===== config.mk =====
export PLATFORM = sky130hd
export DESIGN_NAME = fb_write_arbiter
export DESIGN_NICKNAME = d
export VERILOG_FILES = /design/src/rtl/fb_write_arbiter.sv
export SDC_FILE = /design/constraint.sdc
export NUM_CORES = 1
export LEC_CHECK = 0
export CAP_MARGIN = 20
export CORE_MARGIN = 1
export CORE_UTILIZATION = 55
export DETAILED_ROUTE_END_ITERATION = 6
export PLACE_DENSITY_LB_ADDON = 0.08
export SETUP_SLACK_MARGIN = 0.3
export SLEW_MARGIN = 10
export SYNTH_ARGS = -nofsm -noshare
export SYNTH_HDL_FRONTEND = slang
export SYNTH_SLANG_ARGS = --single-unit
export TNS_END_PERCENT = 50

===== constraint.sdc =====
create_clock -name clk -period 3.2 [get_ports clk]
set_input_delay 0.32 -clock clk [delete_from_list [all_inputs] [get_ports clk]]
set_output_delay 0.32 -clock clk [all_outputs]
set_load 0.02 [all_outputs]

===== src/rtl/fb_write_arbiter.sv =====
// N-channel framebuffer write arbiter: per-producer FIFOs merged round-robin onto one registered port.
// Optional build macro FBARB_PRIORITY_EN makes channel 0 strict priority over the round-robin group.
`timescale 1ns/1ps

module fb_write_arbiter #(
  parameter int N_CH       = 2,
  parameter int ADDR_W     = 16,
  parameter int DATA_W     = 32,
  parameter int FIFO_DEPTH = 4
) (
  input  logic                     clk,
  input  logic                     reset,
  input  logic [N_CH-1:0]          in_we,
  input  logic [N_CH*ADDR_W-1:0]   in_addr,
  input  logic [N_CH*DATA_W-1:0]   in_wdata,
  output logic [N_CH-1:0]          in_ready,
  input  logic                     fb_stall,
  output logic                     fb_we,
  output logic [ADDR_W-1:0]        fb_addr,
  output logic [DATA_W-1:0]        fb_wdata,
  output logic [N_CH-1:0]          overflow
);

  localparam int PTR_W = $clog2(FIFO_DEPTH);
  localparam int CNT_W = PTR_W + 1;
  localparam int CH_W  = (N_CH > 1) ? $clog2(N_CH) : 1;
  localparam int ENT_W = ADDR_W + DATA_W;

  localparam logic [CNT_W-1:0] CNT_FULL = CNT_W'(FIFO_DEPTH);
  localparam logic [CH_W-1:0]  LAST_CH  = CH_W'(N_CH - 1);

`ifdef FBARB_PRIORITY_EN
  localparam bit PRIO_EN = 1'b1;
`else
  localparam bit PRIO_EN = 1'b0;
`endif

  logic [ENT_W-1:0] mem    [N_CH][FIFO_DEPTH];
  logic [PTR_W-1:0] wr_ptr [N_CH];
  logic [PTR_W-1:0] rd_ptr [N_CH];
  logic [CNT_W-1:0] count  [N_CH];

  logic [N_CH-1:0]  empty;
  logic [N_CH-1:0]  full;
  logic [N_CH-1:0]  push;
  logic [N_CH-1:0]  pop;
  logic [N_CH-1:0]  drop;

  logic [CH_W-1:0]  rr;
  logic [CH_W-1:0]  grant;
  logic [CH_W-1:0]  scan;
  int               scan_sum;
  logic             found;
  logic             grant_valid;
  logic [ENT_W-1:0] head;

  // Status comes from the registered count only, so a same-cycle pop never re-opens a full FIFO.
  always_comb begin
    for (int c = 0; c < N_CH; c++) begin
      empty[c] = (count[c] == '0);
      full[c]  = (count[c] == CNT_FULL);
    end
  end

  assign in_ready = ~full;
  assign push     = in_we & ~full;
  assign drop     = in_we & full;

  // NOTE: every always_comb output gets a default before any branch, otherwise a latch is inferred.
  always_comb begin
    grant    = '0;
    found    = 1'b0;
    scan     = '0;
    scan_sum = 0;
    if (PRIO_EN && !empty[0]) begin
      found = 1'b1;
    end else begin
      for (int i = 0; i < N_CH; i++) begin
        scan_sum = int'(rr) + i;
        if (scan_sum >= N_CH) scan_sum = scan_sum - N_CH;
        scan = CH_W'(scan_sum);
        if (!found && !empty[scan] && !(PRIO_EN && scan == '0)) begin
          found = 1'b1;
          grant = scan;
        end
      end
    end
  end

  assign grant_valid = found && !fb_stall;
  assign pop         = grant_valid ? (N_CH'(1) << grant) : '0;
  assign head        = mem[grant][rd_ptr[grant]];

  // NOTE: sequential state uses non-blocking assignments so every flop samples pre-edge values.
  always_ff @(posedge clk or posedge reset) begin
    if (reset) begin
      for (int c = 0; c < N_CH; c++) begin
        wr_ptr[c] <= '0;
        rd_ptr[c] <= '0;
        count[c]  <= '0;
      end
      overflow <= '0;
      rr       <= '0;
    end else begin
      for (int c = 0; c < N_CH; c++) begin
        if (push[c]) wr_ptr[c] <= wr_ptr[c] + PTR_W'(1);
        if (pop[c])  rd_ptr[c] <= rd_ptr[c] + PTR_W'(1);
        case ({push[c], pop[c]})
          2'b10:   count[c] <= count[c] + CNT_W'(1);
          2'b01:   count[c] <= count[c] - CNT_W'(1);
          default: count[c] <= count[c];
        endcase
      end
      overflow <= overflow | drop;
      // The priority channel never advances the pointer of the round-robin group.
      if (grant_valid && !(PRIO_EN && grant == '0)) begin
        rr <= (grant == LAST_CH) ? '0 : grant + CH_W'(1);
      end
    end
  end

  // NOTE: FIFO storage is deliberately not reset; pointers and counts alone define validity.
  always_ff @(posedge clk) begin
    for (int c = 0; c < N_CH; c++) begin
      if (push[c]) begin
        mem[c][wr_ptr[c]] <= {in_addr[c*ADDR_W +: ADDR_W], in_wdata[c*DATA_W +: DATA_W]};
      end
    end
  end

  always_ff @(posedge clk or posedge reset) begin
    if (reset) begin
      fb_we    <= 1'b0;
      fb_addr  <= '0;
      fb_wdata <= '0;
    end else if (grant_valid) begin
      fb_we    <= 1'b1;
      fb_addr  <= head[ENT_W-1 -: ADDR_W];
      fb_wdata <= head[DATA_W-1:0];
    end else begin
      fb_we    <= 1'b0;
    end
  end

endmodule

==> results of run 1 <==
-- registers in the layout, indices dropped and copies added, names as in the netlist --
signal and cells:
overflow 2, rr 1, mem 384, fb_we 1, fb_addr 16, count 6
rd_ptr 4, wr_ptr 4, fb_wdata 32
-- per-stage QoR --
step           power, mW  hold slack (ns)  area [um^2]  worst slack (ns)   util
2_1_floorplan       12.7            0.419        17100             0.822      -
3_3_place_gp        14.6            0.461        19100             0.824  0.626
3_5_place_dp        14.8            0.456        19100             0.790  0.626
4_1_cts             20.1            0.213        20600             0.913  0.675
5_1_grt             20.7            0.276        20600             0.845  0.675
6_report            19.8            0.216        20600             0.938  0.675
-- routing by layer --
layer / routed length, um / up-vias / part of all wire / track usage
met5: 13 / - / 0.00038 / 0
met4: 661 / 2 / 0.019 / 0.0650
met3: 2140 / 51 / 0.063 / 0.0418
met2: 17300 / 265 / 0.51 / 0.376
met1: 14100 / 4280 / 0.41 / 0.304
li1: - / 3576 / - / -
-- logic make-up (layout without fill, tap and decap cells) --
logic type	after synthesis	count (layout)	synth area share
flops	450	450	0.772
mux	148	148	0.157
simple gates	72	72	0.0198
compound gates	52	52	0.0167
buf+inv	49	269	0.0174
fa+ha+maj	12	12	0.00967
xor+xnor	12	12	0.00704
other cells	0	4	0
-- cell usage after synthesis, types with 2 or more instances --
| cell type | count | area (um^2) |
|---|---|---|
| a21oi_1 | 48 | 240 |
| a31o_2 | 2 | 17.5 |
| and3_1 | 9 | 56.3 |
| buf_12 | 5 | 100 |
| buf_2 | 19 | 95.1 |
| clkbuf_1 | 13 | 48.8 |
| dfrtp_1 | 66 | 1650 |
| edfxtp_1 | 384 | 11500 |
| fa_1 | 2 | 40.0 |
| ha_1 | 10 | 125 |
| inv_1 | 11 | 41.3 |
| mux2_2 | 2 | 22.5 |
| mux2i_1 | 50 | 500 |
| mux4_2 | 96 | 2160 |
| nand2_1 | 4 | 15.0 |
| nor2_1 | 54 | 203 |
| nor3_4 | 2 | 32.5 |
| xnor2_1 | 4 | 35.0 |
| xor2_1 | 6 | 52.6 |
-- power breakdown --
part | leakage (nW) | internal, mW | switching, mW
logic | 2.08 | 2.93 | 2.94
clock network | 0.743 | 3.13 | 2.09
registers | 4.25 | 7.90 | 0.837
-- final timing paths --
check	start	to	slack (ns)	depth (start not counted)
max reg2reg	count[3]	count[2]	0.99	9
min in group clk	in_addr[15]	mem[0][191]	0.41	1
max	count[3]	in_ready[0]	0.94	3
min reg2reg	overflow[0]	overflow[0]	0.49	1
min	reset	fb_wdata[18]	0.22	2
max in group asynchronous	reset	fb_wdata[11]	2.19	3
-- layout make-up --
class / instances / area share
flip-flops and latches: 450 / 0.639
repair buffers: 174 / 0.0867
inverters: 11 / 0.00206
clock buffers: 70 / 0.0670
well taps: 396 / 0.0240
diodes: 4 / 0.000485
multi-input cells: 296 / 0.175
clock inverters: 14 / 0.00588
==> metrics.csv, run 1 <==
stage,metric,value,unit
run_status,status,"finished, final reports clean",
cells_and_area,fill_cells,2016,
critical_path,crit_type,flop to output port,
pwr,cellPowerDensity,960,nW/um^2
floorplan,die_h,178,um
critical_path,worstSetupStartpointType,flop,
synth,synth_ff_type,edfxtp_1,
place,dp_hpwl,19900,um
critical_path,path_max_fanout,6,
sta,maxSlewHeadroom,0.272,
floorplan,core,30600,um^2
synth,seq_area_frac_synth,0.772,
sta,drv_slew,0,
critical_path,cp_num_buf_inv,1,
grt,antenna_found_initial,4,
sta,setup_tns,0,ns
grt,overflow,0,
cells_and_area,regArea,13200,um^2
synth,yosysWarnings,0,
critical_path,crit_family,buffers and inverters,
clock_tree,numCtsBuffers,45,
critical_path,cpMaxStageDelayCell,clkdlybuf4s50_1,
clock_tree,cts.sinks,450,
pwr,p_leak,7.08,nW
sta,rsz0062_at_grt,no,
floorplan,die-width,178,um
clock_tree,cts_resized,0,
drt,ant_nets,0,
critical_path,arrival,1.94,ns
clock_tree,h-tree-depth,2,
critical_path,critPathCaptureType,output port,
clock_tree,clk_latency,0.55,ns
cells_and_area,instances_no_fill,1415,
drt,drt_iter0_markers,620,
place,place_inst,1327,
grt,track_usage,0.225,
synth,netlist_instances,795,
sta,skew,0.0179,ns
sta,fmax,0.442,GHz
grt,grt_max_degree,100,
cells_and_area,fin_nets,1091,
place,place.gp.congestion,0.734,
drt,wl,34200,um
synth,synth_cell_types,27,
synth,synth_edf_count,384,
cells_and_area,multiInputGateArea,3610,um^2
critical_path,crit_required,2.88,ns
sta,fin_crit_sh,0.707,
grt,grt_pass1_vias,8696,
drt,drt_first_pass_iters,5,
sta,tightest_slew,1.09,ns
pwr,vdd_drop_max,971,uV
clock_tree,ctsHoldBuffers,0,
clock_tree,root_buffer,clkbuf_16,
floorplan,row_count,64,
cells_and_area,final_cell_mix,"384 x edfxtp_1, 153 x clkdlybuf4s50_1, 96 x mux4_2",
drt,drc,0,
synth,syn-num-nets,908,
clock_tree,cts_setup_buffers,0,
job,maxCapViolations,0,
synth,async_flop_share,0.147,
critical_path,crit_chain,nor2_1 -> nand2_1 -> clkdlybuf4s50_1,
synth,avgSynthCellArea,21.5,um^2
floorplan,dieArea,31700,um^2
place,portBuffers,153,
floorplan,pin_count,154,
sta,hold_violations,0,
worst_hold_path,hp-class,input port to async pin,
synth,ys_ff_latch,450,
floorplan,initial_core_util,0.558,
clock_tree,clk_pin_slew,0.06,ns
drt,via_per_inst,5.78,
clock_tree,cts_tree,done,
synth,synth_area,17100,um^2
drt,vias,8174,
cells_and_area,area_delta_synth_final,20.9,%
cells_and_area,drive_above_1_share,0.208,
critical_path,cpPeakStageDelay,0.69,ns
sta,fin_crit,2.26,ns
sta,finalSetupViolCount,0,
drt,wl_per_cell,24.2,um
clock_tree,clk_path_buf_depth,3,
grt,grt_pass1_wl,51500,um
cells_and_area,final_common_cell,edfxtp_1,
Power figures use the tool's default switching activity.
==> inputs of run 2 (changes only) <==
--- a/config.mk
+++ b/config.mk
@@ -7,7 +7,7 @@
 export LEC_CHECK = 0
 export CAP_MARGIN = 20
 export CORE_MARGIN = 1
-export CORE_UTILIZATION = 55
+export CORE_UTILIZATION = 52
 export DETAILED_ROUTE_END_ITERATION = 6
 export PLACE_DENSITY_LB_ADDON = 0.08
 export SETUP_SLACK_MARGIN = 0.3
==> constraint.sdc (replaced) <==
create_clock -name clk -period 2 [get_ports clk]
set_input_delay 0.2 -clock clk [delete_from_list [all_inputs] [get_ports clk]]
set_output_delay 0.2 -clock clk [all_outputs]
set_load 0.02 [all_outputs]
==> run 2 against run 1 <==
Effect of this change: the run now ends with setup timing left; final cell count grew 6.0%; sequential share of layout area shrank 2.6 points; combinational power grew 91%; clock power grew 66%; power grew 69%; sequential power grew 56%; sequential cell count is the same; register-to-register slack lost 1.0 ns; first-iteration DRC count shrank 11%; critical path type is now flop to flop.
==> metrics.csv, run 2 (synthesis gave the netlist of run 1 again) <==
stage,metric,value,unit
grt,track_usage,0.220,
cells_and_area,drive_above_1_share,0.252,
pwr,internal_power,23.5,mW
grt,grt_max_degree,67,
pwr,combPwrFrac,0.334,
clock_tree,clk_pin_slew,0.06,ns
cells_and_area,final_util,0.673,
critical_path,crit_required,2.46,ns
pwr,seq_power_share,0.407,
cells_and_area,fin_nets,1138,
clock_tree,root_buffer,clkbuf_16,
drt,top_layer,met4,
drt,via_per_inst,5.61,
critical_path,path_max_fanout,5,
sta,skew,0.0158,ns
pwr,power.switching,9.92,mW
sta,rsz0062_at_grt,yes,
sta,setup_tns,-0.0599,ns
grt,grt_pass1_wl,53800,um
place,dp_hpwl,21400,um
floorplan,core,32000,um^2
place,place.gp.congestion,0.730,
critical_path,crit_chain,nor3_4 -> o21bai_4 -> and2_4 -> ha_4 -> inv_2 -> fa_2 -> xor2_1 -> nor2_1 -> xor2_1,
cells_and_area,instances_no_fill,1500,
sta,setup_slack,-0.0470,ns
critical_path,r2r-end,count[5],
pwr,p_total,33.4,mW
cells_and_area,largest_register_ffs,384,
pwr,clkPwrFrac,0.259,
clock_tree,clk_path_buf_depth,3,
clock_tree,numCtsBuffers,46,
floorplan,initial_core_util,0.534,
pwr,vdd_drop_max,834,uV
critical_path,critPathCaptureType,flop,
cells_and_area,final_common_cell,edfxtp_1,
worst_hold_path,hp-class,input port to async pin,
critical_path,crit_type,flop to flop,
place,place_inst,1394,
floorplan,dieArea,33600,um^2
sta,fin_crit,2.05,ns
job,maxCapViolations,0,
critical_path,cpMostUsedCell,xor2_1,
sta,tightest_slew,0.716,ns
sta,fin_crit_sh,1.02,
critical_path,rrSetupSlack,-0.05,ns
pwr,p_sw_frac,0.297,
grt,antenna_found_initial,2,
drt,drt_iter0_markers,552,
clock_tree,cts_tree,done,
critical_path,cpPeakStageDelay,0.43,ns
sta,hold_ws,0.0816,ns
critical_path,cpMaxStageDelayCell,dfrtp_1,
drt,wl_per_cell,24.5,um
floorplan,pin_count,154,
run_status,status,"finished, violations left",
clock_tree,h-tree-depth,2,
clock_tree,clk_latency,0.54,ns
floorplan,die_h,183,um
drt,drt_first_pass_iters,5,
clock_tree,ctsHoldBuffers,0,
critical_path,r2r_start,count[2],
cells_and_area,area_delta_synth_final,26.0,%
drt,wl,36700,um
drt,ant_nets,0,
run_status,violations,setup timing,
sta,fmax,0.489,GHz
floorplan,row_count,65,
critical_path,reg2reg_depth,9,
cells_and_area,final_cell_mix,"384 x edfxtp_1, 101 x clkdlybuf4s50_1, 96 x mux4_2",
drt,met2_length,18300,um
clock_tree,cts.sinks,450,
drt,vias,8410,
pwr,cellPowerDensity,1550,nW/um^2
drt,drc,0,
pwr,p_leak,7.51,nW
sta,maxSlewHeadroom,0.523,
floorplan,die-width,183,um
drt,drt-met1-wl,15400,um
sta,hold_violations,0,
grt,grt_pass1_vias,9181,
grt,overflow,0,
place,portBuffers,153,
sta,drv_slew,0,
sta,finalSetupViolCount,2,
drt,dr_wl_met3,2420,um
critical_path,arrival,2.50,ns
critical_path,worstSetupStartpointType,flop,
==> run 2: changes by cell type in the layout (fill, tap and decap cells not counted), sizes merged, moves of 2 or more <==
cell	delta
clkbuf	+12
dlymetal6s2s	+3
diode	-2
bufinv	+2
buf	+43
dlygate4sd2	+47
clkdlybuf4s50	-52
clkinv	-6
==> run 2: cell type report <==
cell class,instances,area [um^2]
Inverter,11,42.5
Fill cell,2071,10500
Timing Repair Buffer,220,2490
Clock buffer,77,1410
Clock inverter,9,145
Multi-Input combinational cell,296,3680
Antenna cell,2,5.00
Sequential cell,450,13200
Tap cell,435,544
==> run 2: how the worst max path moves through the flow <==
stage,slack (ns),from,cells past startpoint,endpoint
6_report,-0.05,count[2],9,count[5]
5_1_grt,-0.15,count[0],9,count[2]
4_1_cts,-0.006,count[0],9,count[5]
3_5_place_dp,-0.07,fb_stall,9,count[2]
3_3_place_gp,0.005,fb_stall,9,count[2]
2_1_floorplan,-0.24,count[2],11,count[5]
==> run 2: power groups by stage <==
| stage | combinational (mW) | clock, mW | sequential (mW) |
|---|---|---|---|
| after global routing | 11.9 | 9.14 | 13.8 |
| after CTS | 10.8 | 8.79 | 13.6 |
| after detailed placement | 10.7 | 0 | 13.8 |
| after global placement | 10.5 | 0 | 13.6 |
| after floorplan | 6.37 | 0 | 14.0 |
| final | 11.2 | 8.66 | 13.6 |
==> run 2: routing by layer <==
metal | GRT usage | up-vias
met5 | 0 | -
met4 | 0.0523 | 0
met2 | 0.372 | 293
met1 | 0.296 | 4399
li1 | - | 3671
met3 | 0.0431 | 47
==> run 2: per-stage QoR <==
step                      setup slack, ns  instance area (um^2)
after global routing               -0.146                 21500
after global placement            0.00511                 19600
after CTS                        -0.00626                 21200
final                             -0.0470                 21500
after floorplan                    -0.238                 17100
after detailed placement          -0.0675                 19600
==> run 2: worst max-delay path, delay by kind of cell (launching register included) <==
kind                       cells  cell delay [ns]
AOI/OAI and AO/OA              1             0.18
xor gates and xnor gates       2             0.31
adders and majority gates      2             0.45
buffers and inverters          1             0.03
DFF                            1             0.43
and+or+nand+nor                3             0.55
==> run 2: repair_timing <==
action	4_1_cts	5_1_grt
endpoints found under the setup margin	103	333
endpoints found under the hold margin	0	0
gates cloned	0	6
gates resized for setup	69	35
pin swaps	12	11
buffers inserted	9	3
==> inputs of run 3 (changes only) <==
--- a/config.mk
+++ b/config.mk
@@ -11,6 +11,7 @@
 export DETAILED_ROUTE_END_ITERATION = 6
 export PLACE_DENSITY_LB_ADDON = 0.08
 export SETUP_SLACK_MARGIN = 0.3
+export SKIP_CTS_REPAIR_TIMING = 1
 export SLEW_MARGIN = 10
 export SYNTH_ARGS = -nofsm -noshare
 export SYNTH_HDL_FRONTEND = slang
==> run 3 against run 2 <==
Effect of this change: the flow still finishes with violations (setup timing); register-to-register slack got worse by 0.05 ns; first-iteration DRC count increased by 7.4%; clock skew about the same; design area increased by 0.73%; combinational power about the same; critical path depth unchanged; count of clock-buffer cells in the layout unchanged; utilization increased by 0.49 points; critical endpoint unchanged; largest cell class unchanged.
==> metrics.csv, run 3 (synthesis gave the netlist of run 1 again) <==
stage,metric,value,unit
critical_path,crit_type,flop to flop,
cells_and_area,largest_register_ffs,384,
cells_and_area,final_common_cell,edfxtp_1,
critical_path,path_max_fanout,5,
sta,setup_tns,-0.170,ns
worst_hold_path,hp-class,input port to async pin,
grt,grt_max_degree,67,
sta,finalSetupViolCount,2,
place,dp_hpwl,21400,um
sta,drv_slew,0,
pwr,combPwrFrac,0.341,
clock_tree,cts_tree,done,
pwr,seq_power_share,0.403,
clock_tree,numCtsBuffers,46,
floorplan,die_h,183,um
sta,maxSlewHeadroom,0.528,
floorplan,initial_core_util,0.534,
grt,grt_pass1_vias,9112,
clock_tree,cts.sinks,450,
floorplan,dieArea,33600,um^2
job,maxCapViolations,0,
critical_path,critPathCaptureType,flop,
grt,overflow,0,
sta,setup_slack,-0.101,ns
sta,hold_violations,0,
pwr,vdd_drop_max,865,uV
sta,fmax,0.476,GHz
drt,wl_per_cell,24.4,um
pwr,power.switching,9.93,mW
critical_path,crit_end,count[5],
pwr,clkPwrFrac,0.256,
place,place.gp.congestion,0.730,
pwr,p_sw_frac,0.295,
pwr,internal_power,23.8,mW
grt,grt_pass1_wl,53500,um
floorplan,row_count,65,
cells_and_area,final_cell_mix,"384 x edfxtp_1, 101 x clkdlybuf4s50_1, 96 x mux4_2",
floorplan,pin_count,154,
place,place_inst,1394,
drt,drc,0,
sta,fin_crit,2.10,ns
grt,antenna_found_initial,2,
critical_path,cp-startpoint,count[0],
clock_tree,root_buffer,clkbuf_16,
drt,via_per_inst,5.61,
cells_and_area,instances_no_fill,1504,
clock_tree,clk_path_buf_depth,3,
clock_tree,clk_pin_slew,0.06,ns
drt,drt_first_pass_iters,5,
cells_and_area,area_delta_synth_final,26.9,%
critical_path,rrSetupSlack,-0.10,ns
sta,rsz0062_at_grt,yes,
run_status,violations,setup timing,
critical_path,arrival,2.55,ns
drt,ant_nets,0,
drt,wl,36700,um
drt,vias,8432,
sta,skew,0.0157,ns
clock_tree,clk_latency,0.54,ns
cells_and_area,fin_nets,1142,
run_status,status,"finished, violations left",
floorplan,die-width,183,um
cells_and_area,drive_above_1_share,0.255,
pwr,cellPowerDensity,1560,nW/um^2
critical_path,reg2reg_depth,9,
critical_path,r2r-end,count[5],
sta,fin_crit_sh,1.05,
grt,track_usage,0.218,
place,portBuffers,153,
sta,tightest_slew,0.707,ns
drt,drt_iter0_markers,593,
critical_path,r2r_start,count[0],
critical_path,worstSetupStartpointType,flop,
floorplan,core,32000,um^2
pwr,p_leak,7.82,nW
critical_path,crit_required,2.45,ns
clock_tree,h-tree-depth,2,
## run 3: worst min path at each step
stage / slack (ns) / to / startpoint / cells after the start
after floorplan: 0.30 / mem[0][0] / in_wdata[0] / 0
after global placement: 0.51 / wr_ptr[0] / wr_ptr[0] / 1
after detailed placement: 0.50 / overflow[0] / overflow[0] / 1
after CTS: 0.08 / fb_wdata[8] / reset / 3
after global routing: 0.11 / fb_wdata[9] / reset / 3
final: 0.07 / fb_wdata[8] / reset / 3
## run 3: cell type report
class / count / area [um^2]
inverters: 11 / 42.5
well taps: 435 / 544
diodes: 2 / 5.00
flip-flops and latches: 450 / 13200
multi-input cells: 296 / 3690
clock buffers: 77 / 1410
fillers: 2031 / 10300
clock inverters: 9 / 145
repair buffers: 224 / 2640
## run 3: worst max-delay path: stages, from the launching register on
cell      delay [ns]
dfrtp_2         0.44
nor3_4          0.21
o21bai_4        0.19
and2_4          0.20
ha_4            0.14
inv_2           0.04
fa_2            0.32
xor2_1          0.15
nor2_1          0.15
xor2_1          0.18
## run 3: metrics by stage
| stage | util | hold WS (ns) | total power, mW | cell area, um^2 | setup WS [ns] |
|---|---|---|---|---|---|
| 2_1_floorplan | - | 0.299 | 20.4 | 17100 | -0.238 |
| 3_3_place_gp | 0.612 | 0.509 | 24.1 | 19600 | 0.00511 |
| 3_5_place_dp | 0.612 | 0.504 | 24.5 | 19600 | -0.0675 |
| 4_1_cts | 0.661 | 0.0810 | 33.1 | 21100 | -0.182 |
| 5_1_grt | 0.678 | 0.113 | 35.2 | 21700 | -0.160 |
| 6_report | 0.678 | 0.0712 | 33.7 | 21700 | -0.101 |
## run 3: power groups by stage
stage / logic, mW / registers, mW / clock network, mW
2_1_floorplan: 6.37 / 14.0 / 0
3_3_place_gp: 10.5 / 13.6 / 0
4_1_cts: 10.8 / 13.6 / 8.79
3_5_place_dp: 10.7 / 13.8 / 0
6_report: 11.5 / 13.6 / 8.64
5_1_grt: 12.2 / 13.8 / 9.15
## run 3: routing by layer
layer  GRT usage  wire length (um)  vias up
met5           0                 0        -
met3      0.0441              2110       48
met2       0.368             18300      261
li1            -                 -     3677
met1       0.295             15600     4446
met4      0.0523               661        0
